--- src/rtl/alu_seq.sv ---
// Command sequencer for an external combinational ALU: 8x32 register file, IDLE->EXEC->RESP, response 2 cycles after accept, held until rsp_ready.
// Optional ALU_SEQ_R0_ZERO_EN makes R0 read as zero and discards writes to it.
module alu_seq (
  input  logic        clk,
  input  logic        rst,
  input  logic        cmd_valid,
  output logic        cmd_ready,
  input  logic [31:0] cmd_data,
  output logic        rsp_valid,
  input  logic        rsp_ready,
  output logic [31:0] rsp_data,
  output logic        rsp_zero,
  output logic        rsp_err,
  output logic [31:0] alu_op1,
  output logic [31:0] alu_op2,
  output logic [2:0]  alu_sel,
  input  logic [31:0] alu_result,
  input  logic        alu_zero
);

  typedef enum logic [1:0] {
    S_IDLE = 2'd0,
    S_EXEC = 2'd1,
    S_RESP = 2'd2
  } state_t;

  typedef enum logic [2:0] {
    OP_ADD  = 3'd0,
    OP_SUB  = 3'd1,
    OP_AND  = 3'd2,
    OP_OR   = 3'd3,
    OP_XOR  = 3'd4,
    OP_SLTU = 3'd5,
    OP_LI   = 3'd6,
    OP_RSVD = 3'd7
  } op_t;

  typedef struct packed {
    op_t         op;
    logic [2:0]  rd;
    logic [2:0]  rs1;
    logic [2:0]  rs2;
    logic [3:0]  rsvd;
    logic [15:0] imm;
  } cmd_t;

  state_t      state, state_nxt;
  cmd_t        cmd;
  op_t         op_q;
  logic [2:0]  rd_q;
  logic [15:0] imm_q;
  logic [31:0] rf [8];
  logic [31:0] rs1_val, rs2_val, wr_data;
  logic        wr_en, accept, is_alu_op;
  logic        unused_bits;

  assign cmd         = cmd_t'(cmd_data);
  assign unused_bits = ^cmd.rsvd;
  assign accept      = cmd_valid && cmd_ready;
  assign is_alu_op   = (cmd.op != OP_LI) && (cmd.op != OP_RSVD);

  function automatic logic [2:0] sel_map(input op_t op);
    case (op)
      OP_ADD:  return 3'b100;
      OP_SUB:  return 3'b101;
      OP_AND:  return 3'b110;
      OP_OR:   return 3'b111;
      OP_XOR:  return 3'b000;
      OP_SLTU: return 3'b001;
      default: return 3'b100;
    endcase
  endfunction

  // Operands are sampled at accept time, so an rd==rs write in EXEC cannot alias them.
  always_comb begin
    rs1_val = rf[cmd.rs1];
    rs2_val = rf[cmd.rs2];
`ifdef ALU_SEQ_R0_ZERO_EN
    if (cmd.rs1 == 3'd0) rs1_val = '0;
    if (cmd.rs2 == 3'd0) rs2_val = '0;
`endif
  end

  always_comb begin
    wr_en   = (state == S_EXEC) && (op_q != OP_RSVD);
`ifdef ALU_SEQ_R0_ZERO_EN
    if (rd_q == 3'd0) wr_en = 1'b0;
`endif
    wr_data = (op_q == OP_LI) ? {16'h0000, imm_q} : alu_result;
  end

  always_comb begin
    state_nxt = state;
    cmd_ready = 1'b0;
    rsp_valid = 1'b0;
    case (state)
      S_IDLE: begin
        cmd_ready = !rst;
        if (cmd_valid) state_nxt = S_EXEC;
      end
      S_EXEC: state_nxt = S_RESP;
      S_RESP: begin
        rsp_valid = 1'b1;
        if (rsp_ready) state_nxt = S_IDLE;
      end
      default: state_nxt = S_IDLE;
    endcase
  end

  always_ff @(posedge clk) begin
    if (rst) begin
      state    <= S_IDLE;
      op_q     <= OP_ADD;
      rd_q     <= '0;
      imm_q    <= '0;
      alu_op1  <= '0;
      alu_op2  <= '0;
      alu_sel  <= 3'b100;
      rsp_data <= '0;
      rsp_zero <= 1'b0;
      rsp_err  <= 1'b0;
    end else begin
      state <= state_nxt;
      if (accept) begin
        op_q  <= cmd.op;
        rd_q  <= cmd.rd;
        imm_q <= cmd.imm;
        // LI and the reserved op leave the ALU inputs untouched.
        if (is_alu_op) begin
          alu_op1 <= rs1_val;
          alu_op2 <= rs2_val;
          alu_sel <= sel_map(cmd.op);
        end
      end
      if (state == S_EXEC) begin
        case (op_q)
          OP_LI: begin
            rsp_data <= {16'h0000, imm_q};
            rsp_zero <= 1'b0;
            rsp_err  <= 1'b0;
          end
          OP_RSVD: begin
            rsp_data <= '0;
            rsp_zero <= 1'b0;
            rsp_err  <= 1'b1;
          end
          default: begin
            rsp_data <= alu_result;
            rsp_zero <= alu_zero;
            rsp_err  <= 1'b0;
          end
        endcase
      end
    end
  end

  always_ff @(posedge clk) begin
    if (rst) begin
      for (int i = 0; i < 8; i++) rf[i] <= '0;
    end else if (wr_en) begin
      rf[rd_q] <= wr_data;
    end
  end

  rsp_hold_a: assert property (@(posedge clk) disable iff (rst)
    (rsp_valid && !rsp_ready) |=> (rsp_valid && $stable(rsp_data) && $stable(rsp_zero) && $stable(rsp_err)));

  no_overlap_a: assert property (@(posedge clk) !(cmd_ready && rsp_valid));

endmodule

--- config.mk ---
export PLATFORM = sky130hd
export DESIGN_NAME = alu_seq
export DESIGN_NICKNAME = d
export VERILOG_FILES = /design/src/rtl/alu_seq.sv
export SDC_FILE = /design/constraint.sdc
export NUM_CORES = 1
export LEC_CHECK = 0
export ABC_AREA = 0
export BUFFER_PORTS_ARGS = -buffer_cell sky130_fd_sc_hd__buf_2
export CAP_MARGIN = 20
export CORE_UTILIZATION = 40
export DETAILED_ROUTE_END_ITERATION = 10
export GPL_ROUTABILITY_DRIVEN = 1
export GPL_TIMING_DRIVEN = 1
export PLACE_DENSITY_LB_ADDON = 0.1
export SLEW_MARGIN = 40
export SYNTH_ARGS = -nofsm -noshare
export SYNTH_HDL_FRONTEND = slang
export SYNTH_SLANG_ARGS = --single-unit
export TNS_END_PERCENT = 50
--- constraint.sdc ---
create_clock -name clk -period 2.6 [get_ports clk]
set_input_delay 0.26 -clock clk [delete_from_list [all_inputs] [get_ports clk]]
set_output_delay 0.26 -clock clk [all_outputs]
set_load 0.1 [all_outputs]
After elaboration in Yosys (flattened, before gate mapping)

Memories as Yosys holds them, arrays and structs flattened. A register that Yosys moved wholly into a read port is not among the register bits.
Index checks and enable logic that the tools add are counted.

Multiplexer cells: 18
Equality and inequality tests: 14
Reductions and logical operators: 9

Operators with widths:

| cell                                                | number |
|---|---|
| 2-to-1 mux 32 bit                                   | 2 |
| one-hot mux 32 bit (2 select lines)                 | 1 |
| OR reduction 32 bit                                 | 1 |
| one-hot mux 3 bit (5 select lines)                  | 1 |
| equality test 3 bit, second input constant          | 4 |
| 2-to-1 mux 1 bit                                    | 10 |
| != test 3 bit, second input constant                | 3 |
| equality test 3 x 2 -> 1 bit, second input constant | 2 |
| one-hot mux 2 bit (3 select lines)                  | 1 |
| 2-to-1 mux 2 bit                                    | 2 |
| != test 2 bit, second input constant                | 2 |
| AND reduction 2 bit                                 | 2 |
| equality test 3 x 1 -> 1 bit, second input constant | 1 |
| logical AND 1 bit                                   | 3 |
| 2-to-1 mux 3 bit                                    | 1 |
| equality test 2 x 1 -> 1 bit, second input constant | 1 |
| equality test 2 bit, second input constant          | 1 |
| zero test 2 bit                                     | 1 |
| OR reduction 2 bit                                  | 1 |
| zero test 1 bit                                     | 1 |

Logic and storage cells: 50
Bits in registers: 61
Memories: 1
RAM bits: 256
Output and inout bits: 103

Memories:

| name | depth | bits a word | read ports | clocked after memory_dff | write ports | RTL line | source |
|---|---|---|---|---|---|---|---|
| rf   | 8     | 32          | 2          | 2                        | 8           | 52       | `logic [31:0] rf [8];` |

Logic depth before layout (Yosys ltp)

Gate-level depths: netlist of run 1.

Word-level depth: 7
Gate-level depth with buffers: 7
Depth with buffers taken out: 5

Least setup slack after synthesis of run 1

Ideal clock, no wire load.

Path type: in2reg
Start: input port rst
End: register alu_op1[22], read port of rf
Required time: 2468 ps
Path slack: -1227 ps
Cell stages on the path: 7
Buffers on the path: 3
Arrival: 3695 ps
Cells stage by stage: buf_2 -> nor3_1 -> nand3b_1 -> buf_2 -> buf_1 -> a21oi_1 -> nor3_1

Cells in the longest elaborated chain, start to end: 4

RTL lines:

| what                                 | RTL line | source |
|---|---|---|
| start, declared                      | 5        | `input logic rst,` |
| zero test 1 bit                      | 98       | `cmd_ready = !rst;` |
| 2-to-1 mux 1 bit                     | 96       | `case (state)` |
| named net cmd_ready                  | 7        | `output logic cmd_ready,` |
| logical AND 1 bit                    | 59       | `assign accept = cmd_valid && cmd_ready;` |
| AND reduction 2 bit (no source line) | --       |  |
| end, declared                        | 14       | `output logic [31:0] alu_op1,` |

The timed path passes the listed nets, and every way through them passes these cells.
A chain may end at the register's enable or synchronous reset.

==> results.md, run 1 <==
- The flow ran to the end, and the final reports show no timing, DRC or antenna violations.
- The number of cells on the worst reg-to-reg path is 5.
- The xor and xnor area share after synthesis is 0%.
- The count of input and output buffers is 167.
- Across the VDD grid, the largest voltage drop is 443.0 uV.
- The fraction of the mapped netlist area in compound gates is 9.954%.
- The signal on the critical path passes through nand2b_2, a2111oi_4, nand2_2, nand2b_2, buf_4.
- At the worst endpoint, the arrival time is 2.48 ns.
- The primary flip-flop cell chosen by synthesis mapping is edfxtp_1.
- The number of endpoints with negative hold slack in the final report is 0.
- The register clock-pin slew on the reported worst setup and hold paths is 0.06 ns.
- On the worst path, the slowest cell contributes a delay of 0.54 ns.
- The initial antenna violation count was 0.
- For this configuration, the core starts out at a cell density of 40.53%.
- In this run the power spent charging and discharging nets is 4.429 mW.
- The global placer's final weighted congestion is 0.7585.
- Counting flops and latches in the post-synthesis netlist gives 381.
- The final-stage net count is 1846.
- The power per cell area is 730.1 nW/um^2.
- The synthesized netlist devotes 0.2723% of its cell area to adder and majority cells.
- The power share of the sequential group is 44.7%.
- CTS built an H-tree with a depth of 2.
- The floorplan has 76 rows.
- The post-route netlist has 18.25% of its cells at a drive strength greater than 1.
- Clock latency on the worst-skew pair, taken at its later pin, is 0.55 ns.
- By area, the combinational part of the netlist is dominated by multiplexers.
- The part of the power in combinational logic is 16.2%.
- The core footprint is 43080 sq um.
- Clock tree synthesis inserted a total of 44 buffers.
- The average instance area after synthesis is 11.04 sq um.
- Of the total power, the clock network draws 39.1%.
- The post-detailed-routing wire length is 52550 um.
- The number of primary I/O pins is 172.
- At the placement stage, the worst setup path has a slack of 0.3729 ns.
- For this run, the number of Yosys warnings is 0.
- In this run the clock root is driven by a clkbuf_16.
- Once detail routing completed, the nets flagged for antenna violations numbered 0.
- The post-synthesis cell area is 17460 sq um.
- STA classifies the critical path endpoint as a flip-flop.
- The setup slack of the worst register-to-register path is 0.37 ns.
- The routed design could run at a clock period as short as 2.232 ns.
- Measured against its own limit, the worst slew margin works out to 50.25%.
- Along the worst path, the maximum fanout reaches 10.
- The slowest cell on the critical path is a2111oi_4.
- The internal power of the cells totals 11.04 mW.
- The total inserted antenna cells is 0.
- The number of enable flip-flop cells after synthesis is 256.
- The number of design-rule violations left by the first detailed-router iteration is 855.
- The type of element launching the critical path is a flip-flop.
- The first global-routing pass estimated 78260 um of wire.
- At the pin with the least slew margin, the transition time is 0.7255 ns.
- The highest attainable clock frequency is 448.1 MHz.
- The die boundary width is 210.9 um.
- The count of final max-slew check failures was 0.
- The final worst slack is 0.3685 ns.
- The part of the Yosys area used for sequential elements is 58.36%.
- Counting flops with an async set or reset pin after synthesis yields a share of 0%.
- Summing the areas of all and, or, nand and nor instances in the mapped netlist gives 12.58% of the synthesized area.
- The total of max-cap violations is 0.
- The post-synthesis mux area share is 15.65%.
- The clock skew is 0.01300 ns.
- At the worst endpoint, the required time is 2.85 ns.
- The destination of the critical timing path is rf[1][14]$_SDFFCE_PN0P_.
- The maximum clock path buffer count is 3.
- The die is 210.9 um tall.
- Synthesis produced a netlist whose cell count is 1582.
- Setup violations remaining at the end of the flow were counted as 0.
- The total leakage power is 8.727 nW.
- After detailed routing, the average wire length per cell comes to 21.96 um.
- Setup repair after global routing left no endpoint under its margin.
- The number of global-route vias before repair came to 12968.
- The path class of the tightest hold or removal check is in2reg.
- Counting every sink on the clock net gives 381.
- Counting every net in the synthesized netlist gives 1654.
- The sum of overflow across all layers after global routing is 0.
- The global router's overall resource usage is 23.64%.
- Entering global routing, the biggest net connects 65 pins.
- The number of remaining DRC errors is 0.
- The die covers 44490 sq um.
- In this run, post-CTS repair resized a total of 0 instances.
- The fraction of power spent switching nets is 28.64%.
- The growth of design area from synthesis to finish is 21.35%.
- The critical path's most frequent cell is nand2b_2.
- The endpoint identified for the worst register-to-register timing path is rf[1][14]$_SDFFCE_PN0P_.
- The detailed-placement wirelength estimate is 31140 um.
- The total via count after detailed routing is 13085.
- The summed negative setup slack over all endpoints is 0 ns.
- The category of the most critical setup path is reg2reg.
- The portion of the clock cycle consumed by the worst path in the final layout is 85.83%.
- Before antenna repair, the detailed router went through 5 iterations.
- TritonCTS built the clock tree.
- The mean number of vias per cell is 5.468.
- Cells fill 49.18% of the core in the end.
- The distinct cell type count after synthesis is 24.
- The source of the critical timing path is state[1]$_SDFFE_PP0P_.
- The launch instance of the worst register-to-register path is state[1]$_SDFFE_PP0P_.
[flip-flops by register name, summed over array words and instances (netlist names)]
register  flops
rf          256
alu_op1      32
alu_op2      32
rsp_data     32
imm_q        16
alu_sel       3
op_q          3
rd_q          3
state         2
rsp_err       1
rsp_zero      1
[final cells by class]
type / count / area (sq um)
Clock inverter: 11 / 102.6
Tap cell: 585 / 732.0
Multi-Input combinational cell: 1069 / 6830
Fill cell: 3918 / 21890
Sequential cell: 381 / 10190
Clock buffer: 69 / 1305
Timing Repair Buffer: 274 / 2012
Inverter: 4 / 15.01
[cells by family (layout without fill, tap and decap cells)]
logic type               Yosys count  count (layout)
adder cells (fa/ha/maj)            4               4
flip-flops                       381             381
AND/OR/NAND/NOR                  539             539
buffers and inverters            132             358
multiplexers                     273             273
AO/OA/AOI/OAI                    253             253
[per-stage QoR]
stage | cells | hold slack (ns) | total power [mW] | cell area (sq um)
2_1_floorplan | 1582 | 0.3960 | 8.826 | 17470
3_3_place_gp | 2275 | 0.4436 | 9.467 | 19400
3_5_place_dp | 2275 | 0.4476 | 9.507 | 19400
4_1_cts | 2393 | 0.002205 | 15.60 | 21190
5_1_grt | 2393 | 0.03122 | 16.01 | 21190
6_report | 2393 | 0.02148 | 15.47 | 21190
[cells in the mapped netlist, drive strengths merged (4+ instances only)]
| library cell | count | area (sq um) |
|---|---|---|
| nor2b | 8 | 50.05 |
| nor3 | 81 | 405.4 |
| a21oi | 89 | 445.4 |
| nand2 | 70 | 262.8 |
| a22oi | 145 | 1089 |
| a221oi | 16 | 140.1 |
| inv | 4 | 15.01 |
| dfxtp | 125 | 2502 |
| mux2i | 273 | 2733 |
| nor2 | 360 | 1351 |
| buf | 54 | 261.5 |
| clkbuf | 74 | 277.8 |
| nand2b | 11 | 68.82 |
| edfxtp | 256 | 7687 |
[power groups by stage]
stage | combinational, mW | sequential [mW] | clock (mW)
after global routing | 2.64 | 6.95 | 6.43
after detailed placement | 2.47 | 7.04 | 0
final | 2.50 | 6.91 | 6.05
after global placement | 2.44 | 7.02 | 0
after floorplan | 0.900 | 7.93 | 0
after CTS | 2.52 | 6.91 | 6.17
[per-layer routing]
| layer | wire, um | vias to the layer above | GRT usage, % |
|---|---|---|---|
| met3 | 3067 | 70 | 4.505 |
| met5 | 0 | - | 0 |
| met2 | 25310 | 387 | 39.80 |
| li1 | - | 6121 | - |
| met1 | 23050 | 6507 | 31.09 |
| met4 | 1124 | 0 | 6.347 |
[worst max-delay path, delay by kind of cell (launching register included)]
| family | cells | cell delay (ns) |
|---|---|---|
| buffers and inverters | 1 | 0.28 |
| and+or+nand+nor | 3 | 0.73 |
| DFF | 1 | 0.36 |
| AOI/OAI and AO/OA | 1 | 0.54 |
[layout by cell type, fill, tap and decap left out, types with 3 or more instances in the layout]
cell and count:
clkbuf_8 6, nand2_2 6, a21oi_1 89, nand2b_2 10, buf_4 49, nand2_1 64, clkbuf_16 46, nor2_1 358
ha_1 3, dfxtp_1 125, nor3_1 80, nor2b_4 4, inv_1 4, buf_2 164, mux2i_1 273, edfxtp_1 256
a22oi_1 145, buf_12 21, nor2b_1 4, dlygate4sd3_1 38, a221oi_1 16, clkbuf_1 15, clkinv_2 7
[how the worst min path moves through the flow]
stage | endpoint | slack (ns) | cells past startpoint | startpoint
detailed placement | alu_sel[0]$_SDFFE_PP0P_ | 0.45 | 2 | alu_sel[0]$_SDFFE_PP0P_
finish | rsp_data[29]$_SDFFE_PP0N_ | 0.02 | 3 | alu_result[29]
global route | rsp_data[31]$_SDFFE_PP0N_ | 0.03 | 3 | alu_result[31]
floorplan | op_q[1]$_SDFFE_PP0P_ | 0.40 | 2 | cmd_data[30]
global placement | rsp_err$_SDFFE_PP0N_ | 0.44 | 2 | rsp_err$_SDFFE_PP0N_
CTS | rsp_data[9]$_SDFFE_PP0N_ | 0.002 | 3 | alu_result[9]
[what timing repair did]
action / in CTS / in global routing
endpoints found under the hold margin: 38 / 0
buffers inserted: 0 / 0
hold buffers: 38 / 0
Power figures use the tool's default switching activity.
==> run 2, diff against run 1 <==
--- a/config.mk
+++ b/config.mk
@@ -8,10 +8,11 @@
 export ABC_AREA = 0
 export BUFFER_PORTS_ARGS = -buffer_cell sky130_fd_sc_hd__buf_2
 export CAP_MARGIN = 20
-export CORE_UTILIZATION = 40
+export CORE_UTILIZATION = 50
 export DETAILED_ROUTE_END_ITERATION = 10
 export GPL_ROUTABILITY_DRIVEN = 1
 export GPL_TIMING_DRIVEN = 1
+export HOLD_SLACK_MARGIN = 0.03
 export PLACE_DENSITY_LB_ADDON = 0.1
 export SLEW_MARGIN = 40
 export SYNTH_ARGS = -nofsm -noshare
==> run 2 against run 1 <==
  * Worst hold slack improved by 0.0017 ns
  * Non-clock buffer count down 2
  * Flip-flop and latch count unchanged
  * Combinational power down 2%
  * Sequential power is essentially flat
  * Final area down 1.8%
  * Utilization increased by 11 points
  * Largest cell class unchanged
  * Largest power group unchanged
  * Highest routed layer unchanged
==> results.md, run 2 (synthesized netlist as in run 1, its figures left out) <==
- The type of the most critical hold path is in2reg (unchanged).
- The most common cell after layout, fill and taps aside is nor2_1 (unchanged).
- The maximum net fanout on the critical path is 9 (was 10).
- The area occupied by multi-input gates is 6779 sq um (was 6830 sq um).
- The count of input and output buffers is 167 (unchanged).
- The remaining max-slew budget at the tightest pin is 49.62% (was 50.25%).
- The minimum clock period after layout is 2.117 ns (was 2.232 ns).
- The number of endpoints with negative hold slack in the final report came to 0 (unchanged).
- The layout cell share with drive strength beyond 1 is 17.71% (was 18.25%).
- The number of global-route vias before repair is 13034 (was 12968).
- The clock skew is 0.007610 ns (was 0.01300 ns).
- The growth of design area from synthesis to finish is 19.14% (was 21.35%).
- The insertion delay to the later sink of the worst-skew pair is 0.53 ns (was 0.55 ns).
- The power per cell area was 728.3 nW/um^2 (was 730.1 nW/um^2).
- The final-stage net count is 1842 (was 1846).
- The number of flip-flops under the largest register name came to 256 (unchanged).
- The total inserted antenna cells came to 0 (unchanged).
- The number of design-rule violations left by the first detailed-router iteration is 967 (was 855).
- The area of the die was 35670 sq um (was 44490 sq um).
- The post-layout instance area is 20800 sq um (was 21190 sq um).
- The clock net sink count came to 381 (unchanged).
- The sum of overflow across all layers after global routing is 0 (unchanged).
- The transition time at the pin with the least slew margin is 0.7557 ns (was 0.7255 ns).
- The highest attainable clock frequency is 472.5 MHz (was 448.1 MHz).
- The average wire per cell in the routed design is 21.62 um (was 21.96 um).
- The placed cell area is 19090 sq um (was 19400 sq um).
- The mean number of vias per cell is 5.840 (was 5.468).
- The total leakage power was 8.629 nW (was 8.727 nW).
- The data arrival time of the worst path is 2.35 ns (was 2.48 ns).
- The register clock-pin slew on the reported worst setup and hold paths was 0.06 ns (about the same).
- The portion of the clock cycle consumed by the worst path in the final layout was 81.41% (was 85.83%).
- The die span in y was 188.9 um (was 210.9 um).
- The number of primary I/O pins is 172 (unchanged).
- The clock tree from TritonCTS is done (unchanged).
- The cell at the root of the clock tree is clkbuf_16 (unchanged).
- The total via count after detailed routing is 13176 (was 13085).
- The summed negative setup slack over all endpoints came to 0 ns (unchanged).
- The initial antenna violation count was 0 (unchanged).
- The final-report setup violation count is 0 (unchanged).
- The count of final max-slew check failures came to 0 (unchanged).
- Unrepaired setup endpoints after global routing: false (unchanged).
- The cell count after placement is 2144 (was 2275).
- The global router's overall resource usage came to 27.21% (was 23.64%).
- The number of placement rows was 68 (was 76).
- The category of the most critical setup path is reg2reg (unchanged).
- The number of clock buffers inserted by TritonCTS came to 42 (was 44).
- The H-tree depth came to 2 (unchanged).
- The number of hold buffers added after CTS was 37 (was 38).
- The count of antenna-violating nets left after detailed routing was 0 (unchanged).
- The utilization after layout was 60.37% (was 49.18%).
- Run status: finished clean (unchanged).
- The core footprint is 34460 sq um (was 43080 sq um).
- The register containing the most flip-flops in the final layout is rf (unchanged).
- The detailed-routing iteration count for the pre-antenna-repair pass is 5 (unchanged).
- The count of cells resized by post-cts repair is 0 (unchanged).
- The type of element launching the critical path is a flip-flop (unchanged).
- The effective utilization at floorplan came to 50.67% (was 40.53%).
- The register cell area after layout is 10190 sq um (unchanged).
- The detailed-placement wirelength estimate is 28500 um (was 31140 um).
- The wire length of the first global-routing pass came to 74310 um (was 78260 um).
- The kind of capture point of the worst setup path is a flip-flop (unchanged).
- The number of setup buffers added after CTS is 0 (unchanged).
- The number of cells in the finished layout apart from fillers is 2256 (was 2393).
- The die boundary width is 188.9 um (was 210.9 um).
- The total of max-cap violations came to 0 (unchanged).
- The largest net degree at the start of global routing is 72 (was 65).
- The data required time of the worst path is 2.83 ns (was 2.85 ns).
- The count of filler cells inserted in the layout is 2800 (was 3918).
- The post-detailed-routing wire length is 48780 um (was 52550 um).
- The global placer's final weighted congestion is 0.7482 (was 0.7585).
- Most frequent cells in the layout: 357 x nor2_1, 272 x mux2i_1, 256 x edfxtp_1, 164 x buf_2, 145 x a22oi_1 (was 358 x nor2_1, 273 x mux2i_1, 256 x edfxtp_1, 164 x buf_2, 145 x a22oi_1).
- The maximum clock path buffer count is 3 (unchanged).
- The number of remaining DRC errors came to 0 (unchanged).
- The largest vdd supply drop came to 607.1 uV (was 443.0 uV).
run 2: cell count changes in the layout (fill, tap and decap cells not counted), sizes merged:
cell         change
clkbuf           -7
clkinv           +2
buf              -1
bufinv           -1
dlygate4sd3      -1
inv              +1
run 2: area by class of cell:
class	count	share of cell area, %
Multi-Input combinational cell	1069	32.59
Clock buffer	62	6.003
Tap cell	455	2.737
Inverter	4	0.07218
Sequential cell	381	48.99
Timing Repair Buffer	272	9.167
Clock inverter	13	0.4451
run 2: stage by stage:
stage          hold slack (ns)  setup WS [ns]  total power, mW
2_1_floorplan           0.3960         0.1227            8.826
3_3_place_gp            0.4441         0.5282            9.396
3_5_place_dp            0.4451         0.4818            9.438
4_1_cts                0.03450         0.4754            15.21
5_1_grt                0.05962         0.3621            15.64
6_report               0.02317         0.4834            15.15
run 2: critical path, cell delays in order, from the launching register on:
cell,delay (ns)
dfxtp_1,0.36
nand2b_2,0.25
a2111oi_4,0.44
nand2_1,0.14
nand2b_2,0.34
buf_4,0.28
run 2: power breakdown:
part | internal (mW) | leakage (nW) | switching, mW
combinational | 0.624 | 4.29 | 1.83
clock | 3.42 | 0.664 | 2.37
sequential | 6.76 | 3.68 | 0.156
total | 10.8 | 8.63 | 4.35
run 2: metal layers:
layer	vias up	wire, um	GRT usage, %	share of wire (%)
met3	95	3316	4.652	6.8
met5	-	0	0	0
li1	6116	-	-	-
met2	502	23110	45.32	47
met4	0	1230	8.654	2.5
met1	6463	21120	36.20	43
run 2: final timing paths:
path / start / endpoint / slack [ns] / cells after the start
worst min register to register: alu_sel[0]$_SDFFE_PP0P_ / alu_sel[0]$_SDFFE_PP0P_ / 0.45 / 2
worst min-delay path: alu_result[30] / rsp_data[30]$_SDFFE_PP0N_ / 0.02 / 3
worst max register to register: state[1]$_SDFFE_PP0P_ / rf[0][4]$_SDFFCE_PN0P_ / 0.48 / 5
worst max-delay path: state[1]$_SDFFE_PP0P_ / rf[0][4]$_SDFFCE_PN0P_ / 0.48 / 5
